[config.mk]
export PLATFORM = sky130hd
export DESIGN_NAME = cpu_step_controller
export DESIGN_NICKNAME = d
export VERILOG_FILES = /design/src/rtl/cpu_step_controller.sv
export SDC_FILE = /design/constraint.sdc
export NUM_CORES = 1
export LEC_CHECK = 0
export BUFFER_PORTS_ARGS = -buffer_cell sky130_fd_sc_hd__buf_2
export CAP_MARGIN = 20
export CORE_AREA = 4 4 113 61
export CTS_CLUSTER_DIAMETER = 150
export DETAILED_ROUTE_END_ITERATION = 12
export DIE_AREA = 0 0 117 65
export PLACE_DENSITY = 0.66
export SLEW_MARGIN = 20
export SYNTH_ARGS = -nofsm -noshare
export SYNTH_HDL_FRONTEND = slang
export SYNTH_SLANG_ARGS = --single-unit
[constraint.sdc]
create_clock -name clk -period 2.37 [get_ports clk]
set_input_delay 0.3555 -clock clk [delete_from_list [all_inputs] [get_ports clk]]
set_output_delay 0.3555 -clock clk [all_outputs]
set_load 0.02 [all_outputs]
[src/rtl/cpu_step_controller.sv]
// rtl/cpu_step_controller.sv - single-clock step/run/breakpoint sequencer emitting cpu_ce pulses
// Optional breakpoint halting is enabled by defining STEP_CTRL_BREAK_EN.
module cpu_step_controller #(
  parameter int DEBOUNCE_CYCLES = 16,
  parameter int RATE_BASE       = 8,
  parameter int CNT_W           = 16
) (
  input  logic             clk,
  input  logic             rst,
  input  logic             step_btn,
  input  logic             run_sw,
  input  logic [1:0]       rate_sel,
  input  logic             halt_req,
  output logic             cpu_ce,
  output logic [CNT_W-1:0] step_count,
  output logic [1:0]       state,
  output logic             btn_db
);

  localparam int DB_W = $clog2(DEBOUNCE_CYCLES + 1);
  localparam int RW   = $clog2(RATE_BASE) + 7;

  typedef enum logic [1:0] {
    S_IDLE     = 2'b00,
    S_WAIT_REL = 2'b01,
    S_RUN      = 2'b10,
    S_HALTED   = 2'b11
  } state_t;

  state_t          cur_state, nxt_state;
  logic [1:0]      btn_sync, run_sync;
  logic [DB_W-1:0] db_cnt;
  logic            btn_db_q;
  logic            press, run_on;
  logic [RW-1:0]   rate_cnt, rate_cnt_nxt, period;
  logic            ce_nxt;

  // Synchronizers and button debouncer
  always_ff @(posedge clk) begin
    if (!rst) begin
      btn_sync <= 2'b00;
      run_sync <= 2'b00;
      db_cnt   <= '0;
      btn_db   <= 1'b0;
      btn_db_q <= 1'b0;
    end else begin
      btn_sync <= {btn_sync[0], step_btn};
      run_sync <= {run_sync[0], run_sw};
      btn_db_q <= btn_db;
      if (btn_sync[1] == btn_db) begin
        db_cnt <= '0;
      end else if (db_cnt == DB_W'(DEBOUNCE_CYCLES - 1)) begin
        btn_db <= ~btn_db;
        db_cnt <= '0;
      end else begin
        db_cnt <= db_cnt + 1'b1;
      end
    end
  end

  assign press  = btn_db & ~btn_db_q;
  assign run_on = run_sync[1];
  assign period = RW'(RATE_BASE) << {rate_sel, 1'b0};

`ifndef STEP_CTRL_BREAK_EN
  logic unused_halt;
  assign unused_halt = halt_req;
`endif

  always_ff @(posedge clk) begin
    if (!rst) begin
      cur_state  <= S_IDLE;
      cpu_ce     <= 1'b0;
      rate_cnt   <= '0;
      step_count <= '0;
    end else begin
      cur_state <= nxt_state;
      cpu_ce    <= ce_nxt;
      rate_cnt  <= rate_cnt_nxt;
      if (ce_nxt) begin
        step_count <= step_count + 1'b1;
      end
    end
  end

  // Rate compare uses the live rate_sel so a period change applies at once
  always_comb begin
    nxt_state    = cur_state;
    ce_nxt       = 1'b0;
    rate_cnt_nxt = rate_cnt;
    case (cur_state)
      S_IDLE: begin
        if (run_on) begin
          nxt_state    = S_RUN;
          rate_cnt_nxt = '0;
        end else if (press) begin
          ce_nxt    = 1'b1;
          nxt_state = S_WAIT_REL;
        end
      end
      S_WAIT_REL: begin
        if (!btn_db) begin
          nxt_state = S_IDLE;
        end
      end
      S_RUN: begin
        if (!run_on) begin
          nxt_state = S_IDLE;
`ifdef STEP_CTRL_BREAK_EN
        end else if (halt_req) begin
          nxt_state = S_HALTED;
`endif
        end else if (rate_cnt >= period - 1'b1) begin
          ce_nxt       = 1'b1;
          rate_cnt_nxt = '0;
        end else begin
          rate_cnt_nxt = rate_cnt + 1'b1;
        end
      end
      S_HALTED: begin
        if (!run_on) begin
          nxt_state = S_IDLE;
        end
      end
      default: nxt_state = S_IDLE;
    endcase
  end

  assign state = cur_state;

endmodule

==> results of run 1 <==
==> layout make-up <==
type,instances,area (sq um)
clock buffer,7,153
timing repair buffer,39,234
fill,583,3350
sequential,40,801
inverter,9,33.8
tap,77,96.3
multi-input combinational,173,1240
==> cell families after synthesis <==
group / Yosys count / synth area share [%]
compound gates: 42 / 16.7
simple gates: 97 / 23.6
fa+ha+maj: 10 / 6.24
xor+xnor: 21 / 9.17
other cells: 1 / 0.187
flops: 40 / 39.9
buf+inv: 17 / 3.62
mux: 1 / 0.499
==> worst max-delay path: cells and delay by family <==
| kind | cells | cell delay, ps |
|---|---|---|
| and+or+nand+nor | 2 | 380 |
| AOI/OAI and AO/OA | 3 | 720 |
| buffers and inverters | 3 | 300 |
| adders and majority gates | 2 | 520 |
| xor gates and xnor gates | 1 | 150 |
==> where the power goes <==
part	internal, mW	total, mW	leakage, nW	switching, mW
Clock	0.441	0.692	0.0760	0.251
Combinational	0.0223	0.0515	0.523	0.0292
Sequential	0.677	0.680	0.323	0.00274
Total	1.14	1.42	0.922	0.283
==> routing by layer <==
metal  routed length (um)  up-vias  GRT usage, %
li1                     -      879             -
met1                 2520      766          19.2
met2                 1640       30          15.7
met3                  262        6          4.66
met4                   65        0          4.72
met5                    0        -             0
==> what timing repair did <==
| item | CTS | global route |
|---|---|---|
| hold buffers | 0 | 0 |
| setup buffers | 0 | 1 |
| resized for setup | 0 | 10 |
| endpoints found under the setup margin | 0 | 15 |
==> path summary, 6_finish.rpt <==
path | from | endpoint | slack [ps] | depth (start not counted)
worst min-delay path | step_btn | btn_sync[0] | 270 | 2
worst max-delay path | rate_sel[1] | step_count[15] | 110 | 11
worst max register to register | rate_cnt[4] | rate_cnt[2] | 300 | 6
worst min register to register | btn_sync[0] | btn_sync[1] | 430 | 1
==> cell usage after synthesis, types with 3 or more instances <==
cell type	instances	share of area [%]
a2111oi_2	5	3.7
a21oi_1	11	2.7
a22oi_1	5	1.9
and2_1	6	1.9
and3_1	3	0.94
clkbuf_1	5	0.94
dfxtp_1	40	40
ha_1	10	6.2
inv_1	9	1.7
nand2_1	19	3.6
nand2b_1	3	0.94
nand3_1	18	4.5
nand4_1	4	1.2
nor2_1	30	5.6
nor3_1	4	1.0
nor3b_1	3	1.1
nor4b_1	3	1.3
o21ai_1	6	1.5
xnor2_1	17	7.4
xor2_1	4	1.7
==> sequential cells by signal, summed over array words and instances (netlist names) <==
register and flops:
state 2, cpu_ce 1, btn_sync 2, run_sync 2, step_count 16, db_cnt 5, btn_db_q 1, btn_db 1
rate_cnt 10
==> metrics by stage <==
| step | area, sq um | std cells | utilization (%) |
|---|---|---|---|
| global placement | 2300 | 336 | 38.9 |
| floorplan | 2020 | 229 | - |
| CTS | 2450 | 343 | 41.5 |
| finish | 2560 | 345 | 43.3 |
| global route | 2560 | 345 | 43.3 |
| detailed placement | 2300 | 336 | 38.9 |
==> layout by cell type, fill, tap and decap left out, drive strengths merged <==
| cell | n |
|---|---|
| dfxtp | 40 |
| buf | 39 |
| nor2 | 30 |
| nand2 | 19 |
| nand3 | 18 |
| xnor2 | 17 |
| a21oi | 12 |
| ha | 10 |
| inv | 9 |
| o21ai | 8 |
| clkbuf | 7 |
| and2 | 6 |
| a22oi | 5 |
| a2111oi | 5 |
| nand4 | 4 |
| xor2 | 4 |
| nor3 | 4 |
| and3 | 3 |
| nand2b | 3 |
| nor4b | 3 |
| nor3b | 3 |
| o21a | 2 |
| a211oi | 2 |
| a21boi | 2 |
| o211ai | 2 |
| or4 | 2 |
| or2 | 1 |
| mux2i | 1 |
| or3 | 1 |
| o31ai | 1 |
| o31a | 1 |
| o21bai | 1 |
| a21o | 1 |
| o311ai | 1 |
| conb | 1 |
==> results.md, run 1 <==
* Status: complete, no violations
* Die area at 0.00761 sq mm
* Worst path slowest cell: a2111oi_4
* Clock Sinks at 40
* Via/cell ratio at 4.87
* Final Critical Period at approximately 2300 ps
* Total GRT Usage at 12.7%
* Peak supply drop at approximately 0.24 mV
* Clock Path Buffers at 2
* Crit share post-route at 95.3%
* Num rows at 20
* Die W at around 120 um
* # nets final at 285
* Synthesized area per cell at 8.76 sq um
* First-pass GRT wire length at 7.39 mm
* Wirelength per Cell at around 13 um
* Critical path's most frequent cell: ha_4
* Worst setup EP type: flop
* Port Buffers at 25
* Area Growth Syn to Fin at 27.4%
* CP Max Fanout at 5
* Min Hold Slack at between 200 and 300 ps
* Leakage power at 0.922 nW
* Ports placed on the boundary at 27
* TritonCTS buffer count at 5
* CTS tree: done
* Layout cells sized above 1 at 23.1%
* Die Y at 65 um
* WP data arrival at 2430 ps
* 1st-pass router iterations at 4
* RSZ-0062 raised after global routing: no
* Via count at between 1500 and 2000
* Critical Path Max Stage Delay at between 300 and 400 ps
* DRC viols at 0
* Placer Congestion at 0.809
* Dpl ws at -232 ps
* Clock-pin transition on the worst setup and hold timing paths at roughly 60 ps
* ANT cells at 0
* Cell Chain, Critical Path: buf_2, or2_2, ha_4, ha_4, inv_1, o31ai_4, buf_6, o21ai_4, a2111oi_4, xnor2_1, nor2_1
* Sequential area share after synthesis at between 30% and 40%
* Final Hold Fails at 0
* Final setup violation count at 0
* Grt total ovfl at 0
* Htree depth at 2
* Cells after Synth at between 200 and 250
* Final ANT Viol Nets at 0
* WS Path Type: input port to flop
* Yosys reg bits at 40
* Critical path launch point type: input port
* Post-synth EDFFs at 0
* Core box area at about 0.006 sq mm
* Fmax at 443 MHz
* Maxcap violations at 0
* YS warnings at 0
* Pwr Total at between 1 and 1.5 mW
* Syn_nets at between 200 and 250
* Critical Path RT at ~2500 ps
* Initial antenna violation count at 0
* Hpwl dp at 3.30 mm
* Pin count of the biggest net entering global routing at 23
* Starting Density at approximately a third
* Post-route setup slack at approximately 110 ps
* HP Class: input port to flop
* Clock Tree Root: clkbuf_16
* Clock Skews at roughly 5.2 ps
* Number of distinct library cells after synthesis at slightly above 40
* Max Slew Vio Count at 0
* Pwr per Cell Area at 557 mW/mm^2
* Setup TNS at 0 ps
* Drt first-iter violations at 99
* WL final at approximately 4.5 mm
* Number of global-route vias before repair at between 1500 and 2000
* Share of synthesized registers carrying an async set or reset at 0%
* Synthesized cell area at ~0.0020 sq mm
* Primary FF master, synth: dfxtp_1
* Clk_lat worst skew at 280 ps
(Power assumes the default switching activity.)
==> run 2: changes to the inputs <==
--- a/config.mk
+++ b/config.mk
@@ -7,11 +7,11 @@
 export LEC_CHECK = 0
 export BUFFER_PORTS_ARGS = -buffer_cell sky130_fd_sc_hd__buf_2
 export CAP_MARGIN = 20
-export CORE_AREA = 4 4 113 61
+export CORE_AREA = 4 4 87 57
 export CTS_CLUSTER_DIAMETER = 150
 export DETAILED_ROUTE_END_ITERATION = 12
-export DIE_AREA = 0 0 117 65
-export PLACE_DENSITY = 0.66
+export DIE_AREA = 0 0 91 61
+export PLACE_DENSITY = 0.83
 export SLEW_MARGIN = 20
 export SYNTH_ARGS = -nofsm -noshare
 export SYNTH_HDL_FRONTEND = slang
==> run 2 against run 1 <==
  * Die area down 27%
  * Sequential share of layout area is 2.2 points higher
  * Highest routed layer unchanged
  * Clock power shrank 15%
  * Final cell count is 8.1% lower
  * Maximum frequency down 1.9%
  * Via count grew 3.7%
  * Utilization is 16 points higher
  * Total power down 7.7%
  * Clock-buffer cell count is 1 lower
  * Critical path depth is the same
  * First-iteration DRC count decreased by 1.0%
==> results.md, run 2 (same netlist as run 1, synthesis figures left out) <==
* Clk_lat worst skew at 300 ps
* WL final at 4.22 mm
* Worst hold path endpoint: run_sync[0]
* Final Hold Fails at 0
* Area Growth Syn to Fin at 19.2%
* CTS Hold Bufs at 0
* RSZ-0062 raised after global routing: yes
* Clock-pin transition on the worst setup and hold timing paths at approximately 80 ps
* Worst flop-to-flop path startpoint: rate_cnt[7]
* GRT met3 Usage at between 4 and 5%
* Layout cells sized above 1 at between 20 and 25%
* Post-CTS Resized at 0
* Clock Skews at 6.11 ps
* Post-route setup slack at 67.0 ps
* CP Max Fanout at 11
* Core box area at between 0.004 and 0.005 sq mm
* Dpl ws at -288 ps
* Critical path's most frequent cell: ha_1
* Wirelength per Cell at between 10 and 15 um
* Via/cell ratio at 5.50
* Final ANT Viol Nets at 0
* Hold-critical path depth at 2
* Leakage power at ~0.90 nW
* Drt first-iter violations at approximately 100
* Grt total ovfl at 0
* Critical Path RT at 2550 ps
* Top delay family on crit path: compound AO/OA/AOI/OAI gates
* WP data arrival at approximately 2500 ps
* # nets final at about 280
* Max Slew Vio Count at 0
* TritonCTS buffer count at 5
* Maxcap violations at 0
* Largest Register: step_count
* Worst R2R Setup Slack at between 200 and 250 ps
* Placed Area at around 0.0023 sq mm
* Setup bufs post-CTS at 0
* Final setup violation count at 0
* Critical path buffer and inverter count at 2
* R2R cell count at 7
* Cell Chain, Critical Path: buf_2, or2_2, ha_1, inv_1, ha_1, a21oi_1, o21a_1, o31a_2, a2111oi_2, xnor2_1, nor2_1
* Crit share post-route at a little under 100%
* DRC viols at 0
* Reg-to-reg critical path endpoint: step_count[13]
* Hpwl dp at around 3.2 mm
* Clock Path Buffers at 2
* 1st-pass router iterations at 4
* Die W at 91 um
* Final Critical Period at 2300 ps
* Total GRT Usage at 16.8%
* Pin count of the biggest net entering global routing at 23
* Clock Tree Root: clkbuf_8
* WS Path Type: input port to flop
* Final Core Density at 59.0%
* Ports placed on the boundary at 27
* Fill cell total of the finished layout at 360
* CTS tree: done
* Placer Congestion at 0.883
* Most frequent cells in the layout: dfxtp_1 (40), nor2_1 (30), buf_2 (25)
* Largest regs: step_count (16), rate_cnt (10), db_cnt (5)
* Critical path launch point type: input port
* Clock Sinks at 40
* Pwr Total at ~1.3 mW
* Die Y at approximately 60 um
* HP Class: input port to flop
* First-pass GRT wire length at 7.42 mm
* Fmax at between 400 and 500 MHz
* Status: complete, no violations
* Number of global-route vias before repair at roughly 1600
* Met1 Usage GRT at 23.1%
* Htree depth at 2
* Worst path slowest cell: a2111oi_2
* Worst setup EP type: flop
* Port Buffers at 25
* ANT cells at 0
* Max reg flops at 16
* Initial antenna violation count at 0
* Met2 Use GR at between 20% and 30%
* Peak supply drop at 0.342 mV
* Most common cell after layout, fill and taps aside: dfxtp_1
* Critical Path Max Stage Delay at 440 ps
* Gr busiest metal: met2
* Via count at 1743
* Die area at ~0.0056 sq mm
* Pwr per Cell Area at roughly 550 mW/mm^2
* Final Instance Area at about 0.0024 sq mm
* Num rows at 18
* Starting Density at 49.5%
* Hold Path Origin: run_sw
run 2: cell types whose count changed in the layout (fill, tap and decap cells not counted), sizes merged:
cell    change
clkbuf      -1
buf         -1
o21ai       -1
clkinv      +1
bufinv      +1
run 2: per-stage QoR:
step,cells,setup TNS [ps],hold WS (ps)
finish,317,0,261
global route,317,-94.6,275
CTS,317,0,257
detailed placement,309,-3970,420
global placement,309,-2920,415
floorplan,229,-47.1,412
run 2: power by group:
| group | leakage (nW) | internal, mW | switching (mW) |
|---|---|---|---|
| clock | 0.0614 | 0.344 | 0.244 |
| sequential | 0.323 | 0.676 | 0.00268 |
| combinational | 0.515 | 0.0195 | 0.0276 |
run 2: per-layer routing:
| metal | vias up | share of wire (%) |
|---|---|---|
| met4 | 0 | 1.1 |
| met3 | 7 | 5.0 |
| met5 | - | 0 |
| li1 | 878 | - |
| met2 | 31 | 42 |
| met1 | 827 | 51 |
run 2: worst max-delay path by stage:
stage / startpoint / to / slack [ps] / depth (start not counted)
CTS: rate_sel[1] / step_count[13] / 20 / 11
detailed placement: rate_sel[1] / step_count[13] / -290 / 11
global placement: rate_sel[1] / step_count[14] / -210 / 11
floorplan: rate_sel[1] / step_count[8] / -10 / 9
finish: rate_sel[1] / step_count[13] / 70 / 11
global route: rate_sel[1] / step_count[13] / -40 / 10
run 2: area by class of cell:
class                   instances  area [sq um]  area share, %
clock inverters                 2          38.8           1.62
multi-input cells             172          1150           48.1
flip-flops and latches         40           801           33.5
well taps                      50          62.6           2.62
clock buffers                   6          82.6           3.46
repair buffers                 38           223           9.32
inverters                       9          33.8           1.41
run 2: worst register-to-register path, delay by kind of cell, from the launching register on:
kind	cells	cell delay (ps)
xor gates and xnor gates	1	170
adders and majority gates	1	320
and+or+nand+nor	1	50
DFF	1	370
AOI/OAI and AO/OA	4	1140
==> run 3: changes to the inputs <==
--- a/config.mk
+++ b/config.mk
@@ -7,10 +7,10 @@
 export LEC_CHECK = 0
 export BUFFER_PORTS_ARGS = -buffer_cell sky130_fd_sc_hd__buf_2
 export CAP_MARGIN = 20
-export CORE_AREA = 4 4 87 57
+export CORE_AREA = 2 2 85 55
 export CTS_CLUSTER_DIAMETER = 150
 export DETAILED_ROUTE_END_ITERATION = 12
-export DIE_AREA = 0 0 91 61
+export DIE_AREA = 0 0 87 57
 export PLACE_DENSITY = 0.83
 export SLEW_MARGIN = 20
 export SYNTH_ARGS = -nofsm -noshare
==> run 3 against run 2 <==
  * Sequential power hardly changed
  * First-iteration DRC count is 2.0% lower
  * Die area is 11% lower
  * Clock skew is 1.8 ps lower
  * Final area is 4.4% higher
  * Clock power is 23% lower
  * Combinational power is 14% higher
  * Sequential cell count stayed put
==> results.md, run 3 (same netlist as run 1, synthesis figures left out) <==
* Pin count of the biggest net entering global routing at 23
* Starting Density at between 40 and 50%
* Clock Path Buffers at 2
* Final Instance Area at 0.00249 sq mm
* Htree depth at 2
* Die W at 87 um
* Largest Register: step_count
* Final Critical Period at around 2300 ps
* Worst hold path endpoint: run_sync[0]
* CTS tree: done
* ANT cells at 0
* CTS Hold Bufs at 0
* Total GRT Usage at a little under a fifth
* WL final at about 4.3 mm
* Die area at just under 0.005 sq mm
* TritonCTS buffer count at 5
* Max Slew Vio Count at 0
* Hold Path Origin: run_sw
* Final ANT Viol Nets at 0
* Pwr per Cell Area at ~480 mW/mm^2
* Number of global-route vias before repair at ~1600
* Core box area at 0.00426 sq mm
* Area Growth Syn to Fin at 24.4%
* Wirelength per Cell at 13.5 um
* Worst R2R Setup Slack at 270 ps
* Grt total ovfl at 0
* Clock Sinks at 40
* WP data arrival at around 2500 ps
* Largest regs: step_count (16), rate_cnt (10), db_cnt (5)
* Die Y at ~57 um
* Most frequent cells in the layout: dfxtp_1 (40), nor2_1 (30), buf_2 (25)
* Via/cell ratio at 5.45
* Status: complete, no violations
* R2R cell count at 6
* Leakage power at 0.896 nW
* Critical Path RT at 2560 ps
* Placer Congestion at between 0.8 and 0.9
* Hold-critical path depth at 2
* Via count at roughly 1700
* Pwr Total at ~1.2 mW
* Clk_lat worst skew at 300 ps
* Critical path launch point type: input port
* Final setup violation count at 0
* Final Hold Fails at 0
* Fmax at between 400 and 500 MHz
* Crit share post-route at 96.7%
* WS Path Type: input port to flop
* Reg-to-reg critical path endpoint: step_count[8]
* Drt first-iter violations at 96
* Worst setup EP type: flop
* DRC viols at 0
* CP Max Fanout at 5
* Final Core Density at roughly 59%
* Fill cell total of the finished layout at 359
* Clock Skews at roughly 4.3 ps
* Peak supply drop at 0.318 mV
* # nets final at roughly 290
* Initial antenna violation count at 0
* Post-route setup slack at 78.2 ps
* 1st-pass router iterations at 4
* Hpwl dp at roughly 3.0 mm
* Max reg flops at 16
* Worst flop-to-flop path startpoint: rate_cnt[4]
* HP Class: input port to flop
* Dpl ws at -274 ps
* Num rows at 19
* Layout cells sized above 1 at 23.8%
* Placed Area at 0.00226 sq mm
* Most common cell after layout, fill and taps aside: dfxtp_1
* Ports placed on the boundary at 27
* Clock-pin transition on the worst setup and hold timing paths at about 80 ps
* Clock Tree Root: clkbuf_8
* Maxcap violations at 0
* First-pass GRT wire length at a little over 7 mm
* Port Buffers at 25
run 3: timing repair:
action,CTS,global route
setup buffers,0,2
gates resized for setup,0,15
setup endpoints to repair,0,10
endpoints found under the hold margin,0,0
run 3: final cells by class:
| class | instances | area [sq um] | area share [%] |
|---|---|---|---|
| clock buffer | 5 | 68.8 | 2.76 |
| sequential | 40 | 801 | 32.1 |
| inverter | 9 | 33.8 | 1.35 |
| multi-input combinational | 173 | 1270 | 51.1 |
| tap | 52 | 65.1 | 2.61 |
| timing repair buffer | 39 | 234 | 9.38 |
| clock inverter | 3 | 18.8 | 0.752 |
run 3: worst max-delay path by stage:
| stage | startpoint | endpoint |
|---|---|---|
| floorplan | rate_sel[1] | step_count[8] |
| global placement | rate_sel[1] | step_count[15] |
| detailed placement | rate_sel[1] | step_count[13] |
| CTS | rate_sel[1] | step_count[13] |
| global route | rate_sel[1] | step_count[15] |
| finish | rate_sel[1] | step_count[15] |
run 3: critical path, cell delays in order:
cell and delay [ps]:
buf_2 100, buf_4 140, nand2b_1 170, ha_4 230, ha_4 260, inv_1 60
o31ai_4 320, buf_6 160, o21ai_4 100, a2111oi_4 380, xnor2_1 160, nor2_1 50
run 3: routing by layer:
metal  wire length, um  global-route usage (%)  up-vias
li1                  -                       -      876
met1              2220                    26.1      807
met2              1800                    26.0       57
met3               244                    5.21        9
met4                63                    8.26        0
met5                 0                       0        -
run 3: power by group:
group	switching (mW)	internal (mW)	leakage, nW	total (mW)
Combinational	0.0303	0.0233	0.525	0.0536
Sequential	0.00266	0.675	0.323	0.678
Clock	0.249	0.205	0.0479	0.454
run 3: per-stage QoR:
step	std cells	hold WS (ps)	TNS, ps
CTS	318	251	0
global route	321	257	-29.9
finish	321	256	0
detailed placement	310	419	-4380
floorplan	229	412	-47.1
global placement	310	413	-3200
